### src/rtl/p_predict_serial.sv
// Serial Kalman covariance prediction P_pred = F*P*F' + Q for a 2x2 state.
// One shared multiplier runs 8 FP products then 8 (FP)F' products in fixed point.
module p_predict_serial #(
  parameter int N    = 16,
  parameter int FRAC = 8
) (
  input  logic                clk,
  input  logic                rst_n,
  input  logic                start,
  input  logic signed [N-1:0] F11,
  input  logic signed [N-1:0] F12,
  input  logic signed [N-1:0] F21,
  input  logic signed [N-1:0] F22,
  input  logic signed [N-1:0] P11,
  input  logic signed [N-1:0] P12,
  input  logic signed [N-1:0] P21,
  input  logic signed [N-1:0] P22,
  input  logic signed [N-1:0] Q11,
  input  logic signed [N-1:0] Q12,
  input  logic signed [N-1:0] Q21,
  input  logic signed [N-1:0] Q22,
  output logic                busy,
  output logic                done,
  output logic                ovf,
  output logic signed [N-1:0] Pp11,
  output logic signed [N-1:0] Pp12,
  output logic signed [N-1:0] Pp21,
  output logic signed [N-1:0] Pp22
);

  typedef enum logic [1:0] {IDLE, FP, FPFT, OUT} state_t;

  localparam logic signed [2*N:0] SAT_MAX = {{(N+2){1'b0}}, {(N-1){1'b1}}};
  localparam logic signed [2*N:0] SAT_MIN = {{(N+2){1'b1}}, {(N-1){1'b0}}};

  function automatic logic signed [N-1:0] sat_n(input logic signed [2*N:0] v);
    if (v > SAT_MAX) return SAT_MAX[N-1:0];
    if (v < SAT_MIN) return SAT_MIN[N-1:0];
    return v[N-1:0];
  endfunction

  function automatic logic sat_hit(input logic signed [2*N:0] v);
    return (v > SAT_MAX) || (v < SAT_MIN);
  endfunction

  state_t                r_state;
  logic [2:0]            r_k;
  logic signed [2*N:0]   r_acc;
  logic signed [N-1:0]   r_f [4];
  logic signed [N-1:0]   r_p [4];
  logic signed [N-1:0]   r_q [4];
  logic signed [N-1:0]   r_a [4];
  logic signed [N-1:0]   r_r [4];
  logic signed [N-1:0]   r_pp [4];
  logic                  r_sticky;
  logic                  r_busy;
  logic                  r_done;
  logic                  r_ovf;

  logic [1:0]            w_e;
  logic                  w_t;
  logic signed [N-1:0]   w_opa;
  logic signed [N-1:0]   w_opb;
  logic signed [2*N-1:0] w_prod;
  logic signed [2*N:0]   w_sum;
  logic signed [2*N:0]   w_shift;
  logic signed [N-1:0]   w_sat1;
  logic                  w_clamp1;
  logic signed [N:0]     w_qsum;
  logic signed [2*N:0]   w_qwide;
  logic signed [N-1:0]   w_sat2;
  logic                  w_clamp2;

  assign w_e = r_k[2:1];
  assign w_t = r_k[0];

  // Element e = {row, col}; term t selects the inner-product index.
  always_comb begin
    w_opa = r_f[{w_e[1], w_t}];
    w_opb = r_p[{w_t, w_e[0]}];
    if (r_state == FPFT) begin
      w_opa = r_a[{w_e[1], w_t}];
      w_opb = r_f[{w_e[0], w_t}];
    end
  end

  assign w_prod   = w_opa * w_opb;
  assign w_sum    = r_acc + {w_prod[2*N-1], w_prod};
  assign w_shift  = w_sum >>> FRAC;
  assign w_sat1   = sat_n(w_shift);
  assign w_clamp1 = sat_hit(w_shift);
  assign w_qsum   = {w_sat1[N-1], w_sat1} + {r_q[w_e][N-1], r_q[w_e]};
  assign w_qwide  = {{N{w_qsum[N]}}, w_qsum};
  assign w_sat2   = sat_n(w_qwide);
  assign w_clamp2 = sat_hit(w_qwide);

  always_ff @(posedge clk or negedge rst_n) begin
    if (!rst_n) begin
      r_state  <= IDLE;
      r_k      <= 3'd0;
      r_acc    <= '0;
      r_sticky <= 1'b0;
      r_busy   <= 1'b0;
      r_done   <= 1'b0;
      r_ovf    <= 1'b0;
      for (int i = 0; i < 4; i++) begin
        r_f[i]  <= '0;
        r_p[i]  <= '0;
        r_q[i]  <= '0;
        r_a[i]  <= '0;
        r_r[i]  <= '0;
        r_pp[i] <= '0;
      end
    end else begin
      r_done <= 1'b0;
      case (r_state)
        IDLE: begin
          if (start) begin
            r_f[0] <= F11; r_f[1] <= F12; r_f[2] <= F21; r_f[3] <= F22;
            r_p[0] <= P11; r_p[1] <= P12; r_p[2] <= P21; r_p[3] <= P22;
            r_q[0] <= Q11; r_q[1] <= Q12; r_q[2] <= Q21; r_q[3] <= Q22;
            r_sticky <= 1'b0;
            r_k      <= 3'd0;
            r_busy   <= 1'b1;
            r_state  <= FP;
          end
        end
        FP: begin
          if (!w_t) begin
            r_acc <= {w_prod[2*N-1], w_prod};
          end else begin
            r_a[w_e] <= w_sat1;
            if (w_clamp1) r_sticky <= 1'b1;
          end
          r_k <= r_k + 3'd1;
          if (r_k == 3'd7) r_state <= FPFT;
        end
        FPFT: begin
          if (!w_t) begin
            r_acc <= {w_prod[2*N-1], w_prod};
          end else begin
            r_r[w_e] <= w_sat2;
            if (w_clamp1 || w_clamp2) r_sticky <= 1'b1;
          end
          r_k <= r_k + 3'd1;
          if (r_k == 3'd7) r_state <= OUT;
        end
        OUT: begin
          for (int i = 0; i < 4; i++) r_pp[i] <= r_r[i];
          r_done  <= 1'b1;
          r_ovf   <= r_sticky;
          r_busy  <= 1'b0;
          r_state <= IDLE;
        end
        default: r_state <= IDLE;
      endcase
    end
  end

  assign busy = r_busy;
  assign done = r_done;
  assign ovf  = r_ovf;
  assign Pp11 = r_pp[0];
  assign Pp12 = r_pp[1];
  assign Pp21 = r_pp[2];
  assign Pp22 = r_pp[3];

endmodule
### config.mk
export PLATFORM = sky130hd
export DESIGN_NAME = p_predict_serial
export DESIGN_NICKNAME = d
export VERILOG_FILES = /design/src/rtl/p_predict_serial.sv
export SDC_FILE = /design/constraint.sdc
export NUM_CORES = 1
export LEC_CHECK = 0
export ABC_AREA = 0
export CAP_MARGIN = 20
export CORE_ASPECT_RATIO = 1.75
export CORE_MARGIN = 4
export CORE_UTILIZATION = 32
export CTS_BUF_LIST = sky130_fd_sc_hd__clkbuf_8
export DETAILED_ROUTE_END_ITERATION = 10
export SLEW_MARGIN = 20
export SYNTH_ARGS = -nofsm -noshare
export SYNTH_HDL_FRONTEND = slang
export SYNTH_SLANG_ARGS = --single-unit
### constraint.sdc
create_clock -name clk -period 17.24 [get_ports clk]
set_input_delay 3.448 -clock clk [delete_from_list [all_inputs] [get_ports clk]]
set_output_delay 3.448 -clock clk [all_outputs]
set_load 0.01 [all_outputs]
==> run_summary.xml <==
<?xml version="1.0" encoding="UTF-8"?>
<metrics>
  <group name="synth">
    <metric name="async_flop_share" unit="">1.00</metric>
    <metric name="synthAdderAreaFrac" unit="">0.232</metric>
    <metric name="compound_cell_area_share_of_the_yosys_netlist" unit="">0.0824</metric>
    <metric name="synth_common_cells" unit="">dfrtp_1 (425), inv_1 (352), mux2_2 (301)</metric>
    <metric name="post_synth_mux_area_share" unit="">0.159</metric>
    <metric name="synth_top_family_by_area" unit="">adder cells</metric>
    <metric name="synth.lib_cells_used.distinct" unit="">64</metric>
    <metric name="post_synth_instance_area" unit="sq um">30100</metric>
    <metric name="postSynthRegisterBits" unit="">425</metric>
    <metric name="yosysMostFrequentCell" unit="">dfrtp_1</metric>
    <metric name="synth-simple-area-share" unit="">0.0937</metric>
    <metric name="synth_top_area_share" unit="">0.353</metric>
    <metric name="synthesis.yosys.warnings" unit="">0</metric>
    <metric name="synth_fp_nets" unit="">3383</metric>
    <metric name="synth_flop_cell" unit="">dfrtp_1</metric>
    <metric name="syn-mean-instance-area" unit="sq um">10.8</metric>
    <metric name="synth_enable_flop_cells" unit="">0</metric>
    <metric name="portion_of_the_post_synthesis_area_used_by_sequential_elements" unit="">0.353</metric>
    <metric name="instance_count_of_the_mapped_netlist" unit="">2788</metric>
    <metric name="ys_top_cells_by_area" unit="">dfrtp_1 (35%), fa_1 (17%), mux2_2 (11%), ha_1 (5.7%), inv_1 (4.4%)</metric>
    <metric name="netlist.top_cell.by_area" unit="">dfrtp_1</metric>
    <metric name="post_synth_xor_area_fraction" unit="">0.0183</metric>
  </group>
  <group name="critical_path">
    <metric name="rrSetupSlack" unit="ns">2.50</metric>
    <metric name="critical_path_arrival" unit="ns">15.31</metric>
    <metric name="type_of_element_capturing_the_critical_path" unit="">flop</metric>
    <metric name="timing.critical_path.slowest_cell_delay" unit="ns">0.94</metric>
    <metric name="timing.reg2reg.worst_path_depth" unit="">53</metric>
    <metric name="timing.critical_path.fanout_max" unit="">45</metric>
    <metric name="crit_path_frequent_cell" unit="">fa_1</metric>
    <metric name="crit_path_top_delay_cell" unit="">dfrtp_4</metric>
    <metric name="cp_data_required_time" unit="ns">17.81</metric>
    <metric name="reg_to_reg_endpoint" unit="">r_sticky</metric>
    <metric name="setup.worst_path.start_class" unit="">flop</metric>
    <metric name="timing.setup.critical_path_class" unit="">flop to flop</metric>
    <metric name="r2r-start" unit="">r_k[0]</metric>
  </group>
  <group name="sta">
    <metric name="grt_setup_unrepaired" unit="">false</metric>
    <metric name="layout_min_cycle_time" unit="ns">14.74</metric>
    <metric name="timing.slew.headroom" unit="">0.352</metric>
    <metric name="timing_hold_violations_final" unit="">0</metric>
    <metric name="timing.setup.tns" unit="ns">0</metric>
    <metric name="fin_crit_sh" unit="">0.855</metric>
    <metric name="worstMarginPinSlew" unit="ns">0.973</metric>
    <metric name="setup-violations-final" unit="">0</metric>
    <metric name="final.setup_skew" unit="ns">0.0506</metric>
    <metric name="slew_viol_final" unit="">0</metric>
    <metric name="max_clock_freq" unit="MHz">67.9</metric>
  </group>
  <group name="worst_hold_path">
    <metric name="hp-class" unit="">flop to flop</metric>
    <metric name="worst_hold_startpoint" unit="">r_a[7]</metric>
    <metric name="hold-path-endpoint" unit="">r_a[7]</metric>
    <metric name="timing.hold.worst_path_depth" unit="">2</metric>
  </group>
  <group name="drt">
    <metric name="routed_wirelength" unit="mm">88.3</metric>
    <metric name="drtIter0Drc" unit="">1049</metric>
    <metric name="postRouteAntennaNets" unit="">0</metric>
    <metric name="num_vias" unit="">21200</metric>
    <metric name="routed_wl_per_cell" unit="um">20.6</metric>
    <metric name="avgViaCountPerCell" unit="">4.95</metric>
    <metric name="drc_markers" unit="">0</metric>
    <metric name="drt_pass1_iterations" unit="">5</metric>
  </group>
  <group name="cells_and_area">
    <metric name="finish.net_count" unit="">3627</metric>
    <metric name="flow.area_growth_from_synthesis" unit="%">18.0</metric>
    <metric name="layout-drive-gt1-share" unit="">0.176</metric>
  </group>
  <group name="global_routing">
    <metric name="initial_antenna_violation_count" unit="">5</metric>
    <metric name="grt_overflow" unit="">0</metric>
    <metric name="first_global_vias" unit="">23400</metric>
    <metric name="globalRouteTotalUtil" unit="">0.181</metric>
    <metric name="grt_pass1_wl" unit="mm">137</metric>
    <metric name="grt_start_max_net_pins" unit="">174</metric>
  </group>
  <group name="floorplanning">
    <metric name="io_pins" unit="">262</metric>
    <metric name="die_width" unit="um">240</metric>
    <metric name="core_region_area" unit="sq um">93100</metric>
    <metric name="initial_core_util" unit="">0.324</metric>
    <metric name="rows" unit="">148</metric>
    <metric name="die_h" unit="um">414</metric>
    <metric name="die_area" unit="sq um">99300</metric>
  </group>
  <group name="clock_tree">
    <metric name="cts_resized" unit="">0</metric>
    <metric name="post-cts-setup-buffers" unit="">0</metric>
    <metric name="worst_skew_pair.late_latency" unit="ns">0.73</metric>
    <metric name="htree_levels" unit="">3</metric>
    <metric name="tritoncts.num_buffers" unit="">71</metric>
    <metric name="cts_max_path_buffers" unit="">3</metric>
    <metric name="cts_tree" unit="">yes</metric>
    <metric name="cts_hold_buffers" unit="">0</metric>
    <metric name="number_of_sinks_handled_by_clock_tree_synthesis" unit="">425</metric>
    <metric name="cts_root_buf" unit="">clkbuf_8</metric>
    <metric name="clkTransAtPathRegs" unit="ns">0.06</metric>
  </group>
  <group name="placed_design">
    <metric name="portBuffers" unit="">261</metric>
    <metric name="gp_routability_congestion" unit="">0.869</metric>
    <metric name="place.detailed.hpwl" unit="mm">68.8</metric>
  </group>
  <group name="flow_run">
    <metric name="maxCapViolCount" unit="">0</metric>
  </group>
  <group name="run_status">
    <metric name="outcome" unit="">finished clean</metric>
  </group>
</metrics>
## final cells by class
cell class | instances | area [sq um]
inverters | 352 | 1320
fillers | 9208 | 57600
multi-input cells | 1875 | 17700
clock inverters | 40 | 284
clock buffers | 83 | 1140
repair buffers | 307 | 2980
well taps | 1200 | 1500
flip-flops and latches | 425 | 10600
diodes | 5 | 12.5
## cell usage in the layout (no fill, tap or decap), drive strengths merged, types with 3 or more instances in the layout
cell	instances
o211ai	12
ha	137
and2	23
a21oi	103
clkinv	14
nor2	154
o31ai	6
diode	5
dfrtp	425
a211oi	17
clkdlybuf4s50	260
xor2	16
nand2b	38
a21boi	6
o21ai	184
buf	47
o31a	3
o21bai	5
fa	263
xnor2	47
nand4	18
nor2b	57
a31oi	7
mux2	302
mux2i	25
o21a	15
inv	374
or2	16
nand3	21
and3	6
o22ai	3
nand2	262
nor3	17
a21o	37
mux4	50
clkbuf	83
nor4	4
## through the flow
| stage | cell area (sq um) | instances | utilization | hold WS, ns | setup slack, ns |
|---|---|---|---|---|---|
| after detailed placement | 34100 | 4159 | 0.366 | 0.465 | 2.52 |
| after floorplan | 30100 | 2788 | - | 0.444 | 3.94 |
| after CTS | 35500 | 4282 | 0.381 | 0.479 | 2.46 |
| after global routing | 35600 | 4287 | 0.382 | 0.503 | 1.18 |
| final | 35600 | 4287 | 0.382 | 0.477 | 2.50 |
| after global placement | 34100 | 4159 | 0.366 | 0.456 | 2.55 |
## worst max-delay path, delay by kind of cell, from the launching register on
family	cells	cell delay, ns
buf+inv	5	0.34
xor+xnor	1	0.18
flops	1	0.94
fa+ha+maj	10	4.46
simple gates	10	2.37
mux	2	0.67
compound gates	25	5.57
## logic make-up after synthesis
logic type,count (synthesis)
muxes,377
and+or+nand+nor,621
AOI/OAI and AO/OA,414
adders and majority gates,400
buffers and inverters,488
xor gates and xnor gates,63
DFF,425
## registers in the layout (all words and copies together), names as in the netlist
| name | cells |
|---|---|
| r_a | 64 |
| r_f | 64 |
| Pp11 | 16 |
| Pp21 | 16 |
| r_acc | 32 |
| done | 1 |
| r_r | 64 |
| Pp12 | 16 |
| r_q | 64 |
| ovf | 1 |
| busy | 1 |
| Pp22 | 16 |
| r_sticky | 1 |
| r_k | 3 |
| r_p | 64 |
| r_state | 2 |
## routing by layer
metal	part of all wire	vias up	global-route usage
met5	0	-	0
met4	0.056	0	0.0933
met3	0.042	194	0.0318
met2	0.56	500	0.356
met1	0.34	10800	0.179
li1	-	9707	-
## worst max path at each step
stage / slack (ns) / end / startpoint
finish: 2.50 / r_sticky / r_k[0]
CTS: 2.46 / r_r[4] / r_k[0]
global route: 1.18 / r_r[52] / r_state[0]
detailed placement: 2.52 / r_r[52] / r_k[0]
floorplan: 3.94 / r_sticky / r_k[1]
global placement: 2.55 / r_r[20] / r_k[0]
Power is not shown: default switching activity piles up to over one toggle a cycle in this logic, so the estimate is an artifact.
